==> config.mk <==
export PLATFORM = sky130hd
export DESIGN_NAME = seq_count_3b_bin_down_timer
export DESIGN_NICKNAME = d
export VERILOG_FILES = /design/src/rtl/seq_count_pkg.sv /design/src/rtl/seq_count_nb_bin_down_ld.sv /design/src/rtl/seq_count_3b_bin_down_timer.sv
export SDC_FILE = /design/constraint.sdc
export NUM_CORES = 1
export LEC_CHECK = 0
export CAP_MARGIN = 10
export CORE_AREA = 2 2 39 41
export DETAILED_ROUTE_END_ITERATION = 10
export DIE_AREA = 0 0 41 43
export SLEW_MARGIN = 15
export SYNTH_ARGS = -nofsm -noshare
export SYNTH_HDL_FRONTEND = slang
export SYNTH_HIERARCHICAL = 1
export SYNTH_SLANG_ARGS = --single-unit
==> constraint.sdc <==
create_clock -name clk -period 2.3 [get_ports clk]
set_input_delay 0.23 -clock clk [delete_from_list [all_inputs] [get_ports clk]]
set_output_delay 0.23 -clock clk [all_outputs]
set_load 0.005 [all_outputs]
==> src/rtl/seq_count_pkg.sv <==
// Shared types for the loadable down-count timer.
// Holds the FSM state encoding used by the top level.
package seq_count_pkg;

  typedef enum logic [1:0] {
    IDLE  = 2'd0,
    COUNT = 2'd1,
    DONE  = 2'd2
  } state_e;

endpackage

==> src/rtl/seq_count_nb_bin_down_ld.sv <==
// Parameterized binary down-counter register.
// Load takes priority over decrement.
module seq_count_nb_bin_down_ld #(
  parameter int unsigned NBITS = 3
) (
  input  logic             clk,
  input  logic             reset,
  input  logic             ld,
  input  logic [NBITS-1:0] ld_val,
  input  logic             dec,
  output logic [NBITS-1:0] q
);

  localparam logic [NBITS-1:0] ONE = NBITS'(1);

  logic [NBITS-1:0] cnt_d;
  logic [NBITS-1:0] cnt_q;

  always_comb begin
    cnt_d = cnt_q;
    if (ld) begin
      cnt_d = ld_val;
    end else if (dec) begin
      cnt_d = cnt_q - ONE;
    end
  end

  always_ff @(posedge clk) begin
    if (!reset) begin
      cnt_q <= '0;
    end else begin
      cnt_q <= cnt_d;
    end
  end

  assign q = cnt_q;

endmodule

==> src/rtl/seq_count_3b_bin_down_timer.sv <==
// One-shot countdown timer: load a start value, count down
// on en, then hold a completion token until it is taken.
module seq_count_3b_bin_down_timer
  import seq_count_pkg::*;
#(
  parameter int unsigned nbits = 3
) (
  input  logic             clk,
  input  logic             reset,
  input  logic             en,
  input  logic             req_val,
  output logic             req_rdy,
  input  logic [nbits-1:0] req_data,
  output logic [nbits-1:0] out,
  output logic             done_val,
  input  logic             done_rdy
);

  localparam logic [nbits-1:0] ONE = nbits'(1);

  state_e           state_d;
  state_e           state_q;
  logic             req_rdy_q;
  logic             done_val_q;
  logic             ld;
  logic             dec;
  logic [nbits-1:0] cnt;

  always_comb begin
    state_d = state_q;
    ld      = 1'b0;
    dec     = 1'b0;
    unique case (state_q)
      IDLE: begin
        if (req_val) begin
          ld      = 1'b1;
          state_d = (req_data == '0) ? DONE : COUNT;
        end
      end
      COUNT: begin
        if (en) begin
          dec = 1'b1;
          if (cnt == ONE) begin
            state_d = DONE;
          end
        end
      end
      DONE: begin
        if (done_rdy) begin
          state_d = IDLE;
        end
      end
      default: state_d = IDLE;
    endcase
  end

  // Handshake flags are registered from the next state so they
  // always agree with state_q without any output decode.
  always_ff @(posedge clk) begin
    if (!reset) begin
      state_q    <= IDLE;
      req_rdy_q  <= 1'b1;
      done_val_q <= 1'b0;
    end else begin
      state_q    <= state_d;
      req_rdy_q  <= (state_d == IDLE);
      done_val_q <= (state_d == DONE);
    end
  end

  seq_count_nb_bin_down_ld #(
    .NBITS (nbits)
  ) u_cnt (
    .clk    (clk),
    .reset  (reset),
    .ld     (ld),
    .ld_val (req_data),
    .dec    (dec),
    .q      (cnt)
  );

  assign req_rdy  = req_rdy_q;
  assign done_val = done_val_q;
  assign out      = cnt;

endmodule

---- After elaboration in Yosys (flattened, before gate mapping) ----
Index checks and enable logic that the tools add are counted.
operators by class
  $add $sub $neg .......................... 1
  equality and inequality tests ........... 4
  muxes and demuxes ....................... 12
  reductions and logical operators ........ 4
operators by type and width
  cell                                              count
  2-to-1 mux 2 bit                                  5
  2-to-1 mux 3 bit                                  2
  one-hot mux 2 bit (3 select lines)                1
  == test 2 bit, second input constant              2
  logical NOT 2 bit                                 2
  2-to-1 mux 1 bit                                  4
  == test 3 x 1 -> 1 bit, second input constant     1
  logical NOT 3 bit                                 1
  subtractor 3 x 1 -> 3 bit, second input constant  1
  == test 2 x 1 -> 1 bit, second input constant     1
  nonzero test 2 bit                                1
storage, ports and cells
  bits in registers ....................... 7
  bits of input ports ..................... 8
  output and inout port bits .............. 5
  word-level logic and storage cells ...... 25

---- Logic depth before layout (Yosys ltp) ----
Gate-level depths: netlist of the first run.
  word-level depth ........................ 5
  mapped depth ............................ 4
  mapped depth without buffers ............ 4

---- Modules after synthesis ----
Netlist of the first run, hierarchy kept.
modules (own cells, without submodules)
  module                       instances  cells each  area each (um2)  seq. area each (um2)
  seq_count_3b_bin_down_timer  1          19          183.9            80.1
  seq_count_nb_bin_down_ld     1          18          170.2            60.1

---- Worst setup path after synthesis of the first run ----
Ideal clock, no wire load.
  path type ............................... register to register
  start point ............................. reg state_q[1]
  end point ............................... reg u_cnt.cnt_q[2] (netlist: u_cnt/q[2])
  setup time .............................. 103 ps
  arrival time ............................ 1249 ps
  data required time ...................... 2197 ps
  setup slack ............................. 948 ps
  stages on the path, launching flop included .. 5
  buffers on the path ..................... 0
  period minus slack after synthesis ...... 1352 ps
  cell sequence ........................... dfxtp_1 -> or3b_4 -> inv_1 -> and4b_1 -> a2111oi_2
between the ends
  cells in the longest elaborated chain, start to end .. 3
  elaborated cells between the ends (all ways) .. 6
  classes of those cells .................. eq/ne: 1; mux: 3; reduce/logical: 2
RTL lines
  item                                                    RTL line                           source
  start, declared                                         seq_count_3b_bin_down_timer.sv:22  state_e state_q;
  start signal, assigned                                  seq_count_3b_bin_down_timer.sv:65  state_q <= state_d;
  logical NOT 2 bit *                                     seq_count_3b_bin_down_timer.sv:33  unique case (state_q)
  2-to-1 mux 1 bit *                                      seq_count_3b_bin_down_timer.sv:33
  net ld                                                  seq_count_3b_bin_down_timer.sv:25  logic ld;
  2-to-1 mux 3 bit or nonzero test 2 bit (tied branches)  --
  end signal, assigned                                    seq_count_nb_bin_down_ld.sv:32     cnt_q <= cnt_d;
  end, declared                                           seq_count_nb_bin_down_ld.sv:17     logic [NBITS-1:0] cnt_q;
Mark *: on every way through the listed nets, which the timed path passes. The rest lies on a longest branch.
A chain may end at the register's enable or synchronous reset.

---- Final worst setup path of the first run ----
  start point ............................. in req_val
  end point ............................... reg u_cnt.cnt_q[2] (netlist: u_cnt/q[2])
between the ends
  cells in the longest elaborated chain, start to end .. 3
  elaborated cells between the ends (all ways) .. 4
  classes of those cells .................. mux: 3; reduce/logical: 1
RTL lines
  item                                                    RTL line                           source
  start, declared                                         seq_count_3b_bin_down_timer.sv:11  input logic req_val,
  2-to-1 mux 1 bit *                                      seq_count_3b_bin_down_timer.sv:35  if (req_val) begin
  2-to-1 mux 1 bit *                                      seq_count_3b_bin_down_timer.sv:33
  net ld                                                  seq_count_3b_bin_down_timer.sv:25
  2-to-1 mux 3 bit or nonzero test 2 bit (tied branches)  --
Marks and branches as above.

==> flow_metrics.py, run 1 <==
metrics = {
    "run_status": {
        "outcome": "complete, no violations",
    },
    "floorplan": {
        "start_util_pct": 25.6,
        "core_um2": 1380,
        "die_h_um": 43,
        "dieWidth_um": 41,
        "io_pins": 13,
        "rows": 14,
        "die_area_um2": 1760,
    },
    "yosys": {
        "syn_area_um2": 354,
        "ys_seq_elements": 7,
        "avgSynthCellArea_um2": 9.57,
        "seq_area_frac_synth_pct": 39.6,
        "mappedNetlistNets": 46,
        "ys_types": 23,
        "syn_inst": 37,
        "yosys_warnings": 6,
    },
    "timing": {
        "fin_crit_sh_pct": 65.8,
        "hold_slack_ns": 0.559,
        "drv_slew": 0,
        "fin_setup_tns_ns": 0,
        "hold_viol": 0,
        "setup_viol": 0,
        "worst_slack_ns": 0.786,
        "clock.fmax_mhz": 660,
        "finalCriticalPeriod_ns": 1.51,
        "worst_pin_slew_ns": 0.289,
        "fin_worst_skew_ns": 0.00590,
        "rsz0062_at_grt": "false",
        "maxSlewHeadroom_pct": 80.7,
    },
    "route": {
        "via_per_inst": 4.68,
        "drc": 0,
        "vias": 323,
        "antenna_left": 0,
        "wl_met2_um": 344,
        "drt-wirelength-per-cell_um": 11.0,
        "wirelength_um": 759,
        "drtPass1Iterations": 4,
        "topRoutingLayerUsed": "met3",
        "first_iter_violations": 14,
        "wl_met3_um": 75,
        "wl_met1_um": 339,
    },
    "global_route": {
        "grt_overflow_total": 0,
        "first_global_vias": 299,
        "antenna_found_initial": 0,
        "track_usage_pct": 10.5,
        "grt_max_degree": 9,
        "grt_pass1_wl_mm": 1.19,
    },
    "pwr": {
        "p_int_uw": 246,
        "p_sw_uw": 85.5,
        "comb_power_share_pct": 23.3,
        "pwr-share-seq_pct": 42.9,
        "p_leak_nw": 0.219,
        "p_clk_share_pct": 33.8,
        "switching_share_pct": 25.8,
        "peakVddDrop_v": 0.000289,
        "p_per_area_nw_per_um2": 637,
    },
    "finish": {
        "antenna_cells": 0,
        "nets": 63,
        "final_common_cell": "clkdlybuf4s50_1",
        "drive_gt1_share_pct": 17.0,
        "area_growth_pct": 47.0,
        "post-route-cell-area_um2": 520,
        "mostFrequentLayoutCells": "clkdlybuf4s50_1, dfxtp_1, inv_1",
        "post-route-util_pct": 37.6,
    },
    "cts": {
        "cts_resized": 0,
        "hold_buffers": 0,
        "cts-root-buf": "clkbuf_4",
        "cts_setup_buffers": 0,
        "clockBufferDepth": 2,
        "clock_sinks": 7,
        "htree_levels": 1,
        "cts_tree": "yes",
        "clk_pin_slew_ns": 0.05,
        "clk_latency_ns": 0.25,
        "cts_buffers": 3,
    },
    "worst_hold_path": {
        "hp-class": "flop to flop",
        "worstHoldStart": "u_cnt/q[1]",
        "min_path_cells": 2,
        "hold_end": "u_cnt/q[1]",
    },
    "setup_path": {
        "start_kind": "input pin",
        "r2r-end": "u_cnt/q[2]",
        "arrival_ns": 1.67,
        "regToRegStartpoint": "state_q[1]",
        "worst_ep_required_time_ns": 2.45,
        "cp_max_fo": 8,
        "r2r_cells": 4,
        "crit_type": "input pin to flop",
        "end_kind": "flop",
        "r2r_setup_slack_ns": 0.86,
    },
    "place": {
        "placed_cell_area_um2": 494,
        "dp_slack_ns": 0.536,
        "io_buffers": 12,
        "gp_congestion": 0.726,
    },
    "flow_run": {
        "drv_cap": 0,
    },
}
==> critical path, cell delays in order <==
cell             delay (ns)
clkdlybuf4s50_1        0.44
or3b_4                 0.38
inv_1                  0.19
and4b_1                0.23
a2111oi_2              0.20
==> cells by family (layout without fill, tap and decap cells) <==
kind of cell	Yosys count	after routing	synth area share [%]
xor+xnor	1	1	2.47
fa+ha+maj	1	1	3.53
flops	7	7	39.6
compound gates	11	11	25.4
simple gates	12	12	23.7
buf+inv	5	21	5.30
==> area by class of cell <==
cell class / count / area, µm²
Tap cell: 16 / 20.0
Timing Repair Buffer: 12 / 120
Multi-Input combinational cell: 25 / 195
Sequential cell: 7 / 140
Fill cell: 152 / 863
Inverter: 5 / 18.8
Clock buffer: 4 / 26.3
==> how the worst max path moves through the flow <==
stage               start         end  slack [ns]  depth (start not counted)
5_1_grt           req_val  u_cnt/q[2]        0.72                          5
3_3_place_gp      req_val  u_cnt/q[2]        0.53                          5
3_5_place_dp      req_val  u_cnt/q[2]        0.54                          5
2_1_floorplan  state_q[1]  u_cnt/q[2]        0.95                          4
6_report          req_val  u_cnt/q[2]        0.79                          5
4_1_cts           req_val  u_cnt/q[2]        0.78                          5
==> sequential cells by signal, summed over array words and instances, names as in the netlist <==
signal    flops
u_cnt/q       3
state_q       2
done_val      1
req_rdy       1
==> metrics by stage <==
stage,total power [mW],std cells
global route,0.359,69
floorplan,0.183,37
finish,0.332,69
CTS,0.338,69
detailed placement,0.222,65
global placement,0.221,65
==> Yosys cell counts <==
library cell / instances / area share (%)
a2111oi_2: 1 / 4.2
a211oi_1: 1 / 2.1
a21bo_2: 1 / 2.8
a21oi_1: 3 / 4.2
a22oi_1: 1 / 2.1
a31o_2: 1 / 2.5
and2_1: 1 / 1.8
and3b_2: 1 / 2.8
and4b_1: 1 / 2.8
dfxtp_1: 7 / 40
ha_1: 1 / 3.5
inv_1: 5 / 5.3
nand2_1: 2 / 2.1
nand3_1: 1 / 1.4
nor2_1: 2 / 2.1
nor3b_1: 1 / 2.1
o211a_1: 1 / 2.8
o31ai_1: 1 / 2.1
o41ai_1: 1 / 2.5
or2b_1: 1 / 2.1
or3b_4: 1 / 3.2
or4_4: 1 / 3.2
xor2_1: 1 / 2.5
==> routing by layer <==
metal,vias up,global-route usage (%)
met5,-,0
met4,0,0
met3,0,9.42
met2,11,15.6
met1,143,11.7
li1,169,-
==> power groups by stage <==
stage / Clock, mW / Sequential [mW] / Combinational [mW]
final: 0.112 / 0.142 / 0.0772
after global routing: 0.129 / 0.144 / 0.0864
after CTS: 0.118 / 0.142 / 0.0780
after detailed placement: 0 / 0.145 / 0.0775
after global placement: 0 / 0.145 / 0.0765
after floorplan: 0 / 0.144 / 0.0391
(Power assumes the default switching activity.)
==> run 2, diff against run 1 <==
==> constraint.sdc (replaced) <==
create_clock -name clk -period 1.3 [get_ports clk]
set_input_delay 0.13 -clock clk [delete_from_list [all_inputs] [get_ports clk]]
set_output_delay 0.13 -clock clk [all_outputs]
set_load 0.005 [all_outputs]
==> run 2 against run 1 <==
Net effect:
- the run now ends with setup timing left
- combinational power rose by 150%
- sequential power is 77% higher
- final area grew 20%
- total power is 94% higher
- count of clock-buffer cells in the layout unchanged
- die area unchanged
- sequential share of layout area shrank 3.8 points
==> flow_metrics.py, run 2 (same netlist as run 1, synthesis figures left out) <==
metrics = {
    "run_status": {
        "outcome": "finished, violations left",
        "violations": "setup timing",
    },
    "global_route": {
        "grt_overflow_total": 0,
        "grt_util_met2_pct": 18.4,
        "met1_usage_pct": 13.9,
        "antenna_found_initial": 0,
        "top_usage_layer": "met2",
        "first_global_vias": 346,
        "track_usage_pct": 12.1,
        "grt_max_degree": 8,
        "met3_usage_pct": 4.71,
        "grt_pass1_wl_mm": 1.39,
    },
    "place": {
        "dp.final_hpwl_um": 710,
        "io_buffers": 12,
        "gp_congestion": 0.774,
        "dp_slack_ns": -0.326,
    },
    "floorplan": {
        "io_pins": 13,
        "core_um2": 1380,
        "dieWidth_um": 41,
        "die_h_um": 43,
        "die_area_um2": 1760,
        "rows": 14,
        "start_util_pct": 25.6,
    },
    "worst_hold_path": {
        "hp-class": "input pin to flop",
        "worstHoldStart": "reset",
    },
    "setup_path": {
        "start_kind": "flop",
        "startpoint": "state_q[0]",
        "worst_ep_required_time_ns": 1.49,
        "arrival_ns": 1.58,
        "endpoint": "done_val",
        "r2r-end": "done_val",
        "end_kind": "flop",
        "crit_type": "flop to flop",
        "r2r_setup_slack_ns": -0.09,
        "r2r_cells": 3,
        "cp_max_fo": 3,
        "regToRegStartpoint": "state_q[0]",
    },
    "cts": {
        "cts_tree": "yes",
        "clk_pin_slew_ns": 0.06,
        "cts_buffers": 3,
        "clk_latency_ns": 0.26,
        "htree_levels": 1,
        "hold_buffers": 0,
        "cts-root-buf": "clkbuf_4",
        "clock_sinks": 7,
        "clockBufferDepth": 2,
    },
    "finish": {
        "seq_area_um2": 144,
        "area_growth_pct": 76.0,
        "multi_input_area_um2": 225,
        "mostFrequentLayoutCells": "clkdlybuf4s50_1, buf_4, dfxtp_1, inv_1",
        "nets": 72,
        "final_common_cell": "clkdlybuf4s50_1",
        "drive_gt1_share_pct": 41.9,
        "fillers": 145,
        "largest_reg_flops": 3,
        "antenna_cells": 0,
    },
    "flow_run": {
        "drv_cap": 0,
    },
    "pwr": {
        "p_clk_share_pct": 31.5,
        "switching_share_pct": 27.1,
        "peakVddDrop_v": 0.000408,
        "p_int_uw": 469,
        "p_per_area_nw_per_um2": 1030,
        "pwr-share-seq_pct": 39.0,
        "comb_power_share_pct": 29.5,
        "total_power_uw": 643,
        "p_leak_nw": 0.272,
        "p_sw_uw": 174,
    },
    "timing": {
        "setup_viol": 3,
        "rsz0062_at_grt": "true",
        "hold_viol": 0,
        "worst_pin_slew_ns": 0.373,
        "drv_slew": 0,
        "finalCriticalPeriod_ns": 1.39,
        "maxSlewHeadroom_pct": 75.0,
        "worst_slack_ns": -0.0906,
        "fin_worst_skew_ns": 0.00779,
        "clock.fmax_mhz": 719,
        "fin_crit_sh_pct": 107,
    },
    "route": {
        "wirelength_um": 934,
        "via_per_inst": 4.78,
        "drt-wirelength-per-cell_um": 12.0,
        "antenna_left": 0,
        "drtPass1Iterations": 3,
        "drc": 0,
        "first_iter_violations": 4,
        "vias": 373,
    },
}
## run 2: cell count changes in the layout (fill, tap and decap cells not counted), sizes merged
cell	change
dlygate4sd2	+1
clkdlybuf4s50	-1
buf	+9
## run 2: final cells by class
type,instances,share of cell area [%]
clock buffer,4,4.22
inverter,5,3.41
multi-input combinational,25,36.1
sequential,7,23.1
tap,16,3.21
timing repair buffer,21,29.9
## run 2: metal layers
layer	part of all wire, %	routed length (µm)
met5	0	0
met1	43	402
met2	48	446
met4	1.7	16
met3	7.4	69
## run 2: power groups by stage
stage / Combinational (mW) / Clock (mW) / Sequential, mW
after CTS: 0.170 / 0.210 / 0.249
final: 0.190 / 0.203 / 0.251
after global placement: 0.162 / 0 / 0.253
after global routing: 0.211 / 0.219 / 0.253
after detailed placement: 0.166 / 0 / 0.254
after floorplan: 0.0700 / 0 / 0.255
## run 2: per-stage QoR
step | setup TNS [ns] | util [%] | instance area, µm² | instances | hold slack [ns]
3_5_place_dp | -1.49 | 39.5 | 547 | 72 | 0.559
3_3_place_gp | -1.32 | 39.5 | 547 | 72 | 0.542
4_1_cts | -0.262 | 42.0 | 581 | 77 | 0.533
5_1_grt | -0.373 | 45.0 | 623 | 78 | 0.569
6_report | -0.220 | 45.0 | 623 | 78 | 0.541
2_1_floorplan | -0.0417 | - | 354 | 37 | 0.263
## run 2: worst min-delay path by stage
stage / end / slack (ns) / cells after the start
4_1_cts: u_cnt/q[0] / 0.53 / 2
6_report: u_cnt/q[0] / 0.54 / 2
3_5_place_dp: u_cnt/q[1] / 0.56 / 2
3_3_place_gp: u_cnt/q[1] / 0.54 / 2
5_1_grt: u_cnt/q[1] / 0.57 / 2
2_1_floorplan: u_cnt/q[0] / 0.26 / 1
## run 2: worst max-delay path, stage by stage, from the launching register on
cell and delay [ns]:
dfxtp_1 0.31, or3b_4 0.42, or4_4 0.45, a21oi_2 0.14
## run 2: timing repair
action / CTS / global route
endpoints found under the setup margin: 5 / 7
buffers inserted: 1 / 1
resized for setup: 2 / 8
pin swaps: 0 / 1
==> run 3, diff against run 2 <==
--- a/config.mk
+++ b/config.mk
@@ -7,6 +7,7 @@
 export LEC_CHECK = 0
 export CAP_MARGIN = 10
 export CORE_AREA = 2 2 39 41
+export CTS_CLUSTER_DIAMETER = 30
 export DETAILED_ROUTE_END_ITERATION = 10
 export DIE_AREA = 0 0 41 43
 export SLEW_MARGIN = 15
==> results of run 3 <==
No change in the layout: final DEF, timing and power equal those of run 2.
==> variant: new RTL, config.mk and constraints of run 3 <==
The parameter `nbits` goes from 3 to 6.
--- a/src/rtl/seq_count_3b_bin_down_timer.sv
+++ b/src/rtl/seq_count_3b_bin_down_timer.sv
@@ -3,7 +3,7 @@
 module seq_count_3b_bin_down_timer
   import seq_count_pkg::*;
 #(
-  parameter int unsigned nbits = 3
+  parameter int unsigned nbits = 6
 ) (
   input  logic             clk,
   input  logic             reset,
Interface: changed (resized out and req_data); port bits go from 13 to 19. The function was not compared with the original's and may differ.
==> variant against run 3 <==
The run still ends with negative setup slack left; fmax rose by 2.1%; sequential cell count rose by 3; largest power group unchanged; cell count rose by 46%; wire length rose by 80%; final area rose by 61%; area after synthesis rose by 55%; clock power rose by 44%; worst setup slack improved by 0.028 ns; total power rose by 63%; sequential share of layout area fell by 1.6 points.
==> variant: results (changes against run 3) <==
| Metric | Value |
|---|---|
| Status | `complete, but fails checks (unchanged)` |
| Violations in the final reports | `negative setup slack (unchanged)` |
| Slowest-stage cell, CP | `clkdlybuf4s50_1 (was or4_4)` |
| Cells after Synth | `57 (was 37)` |
| Share of synthesized cell area in full adder, half adder and majority cells | `2.28% (was 3.53%)` |
| Final TNS setup | `-0.0637 ns (was -0.220 ns)` |
| Relative slew margins | `82.7% (was 75.0%)` |
| Worst Hold End | `u_cnt/q[1]$_SDFFE_PN0P_ (was u_cnt/q[0]$_SDFFE_PN0P_)` |
| Met3 Usage GRT | `6.28% (was 4.71%)` |
| # setup viols final | `2 (was 3)` |
| Largest register FFs | `6 (was 3)` |
| Placed wire-length estimate after detailed placement | `1080 um (was 710 um)` |
| Share of final-layout standard cells stronger than drive strength 1 | `42.9% (was 41.9%)` |
| Post-layout net count | `111 (was 72)` |
| Compound-gate portion of the synthesized area | `21.0% (was 25.4%)` |
| Count of port buffers added during placement | `18 (was 12)` |
| Ranking of synthesized cells by instance count | `dfxtp_1 (10), inv_1 (4), nor2_1 (3), o21ai_0 (3), xnor2_1 (3) (was dfxtp_1 (7), inv_1 (5), a21oi_1 (3))` |
| CTS clock-pin slew for the worst setup and hold paths | `0.08 ns (was 0.06 ns)` |
| Gr usage total | `23.1% (was 12.1%)` |
| Unique cell type count in the Yosys netlist | `34 (was 23)` |
| Overall routed net length | `1680 um (was 934 um)` |
| Critical path destination | `u_cnt/q[4]$_SDFFE_PN0P_ (was done_val$_SDFF_PN0_)` |
| R2R Path Start | `state_q[1]$_SDFF_PN0_ (was state_q[0]$_SDFF_PN0_)` |
| Setup slack after layout | `-0.0623 ns (was -0.0906 ns)` |
| Hold Path Stages | `3 (was 2)` |
==> variant: cell count changes after synthesis, moves of 2 or more <==
cell and change:
dfxtp_1 +3, o21ai_0 +3, xnor2_1 +3, a31oi_1 +2
nor3_1 +2, o211ai_1 +2
==> variant: power breakdown <==
part | switching (mW) | total (mW) | internal [mW] | leakage (nW)
Sequential | 0.0341 | 0.380 | 0.346 | 0.0857
Combinational | 0.155 | 0.376 | 0.222 | 0.355
Clock | 0.122 | 0.292 | 0.170 | 0.0210
==> variant: tightest hold or removal path, cell delays in order <==
cell and delay (ns):
clkdlybuf4s50_1 0.42, nand2_1 0.07, a21boi_1 0.05
==> variant: layout make-up <==
class / count / area [sq um]
well taps: 16 / 20.0
inverters: 4 / 17.5
flip-flops and latches: 10 / 216
fillers: 105 / 378
multi-input cells: 43 / 378
repair buffers: 37 / 338
clock buffers: 4 / 36.3
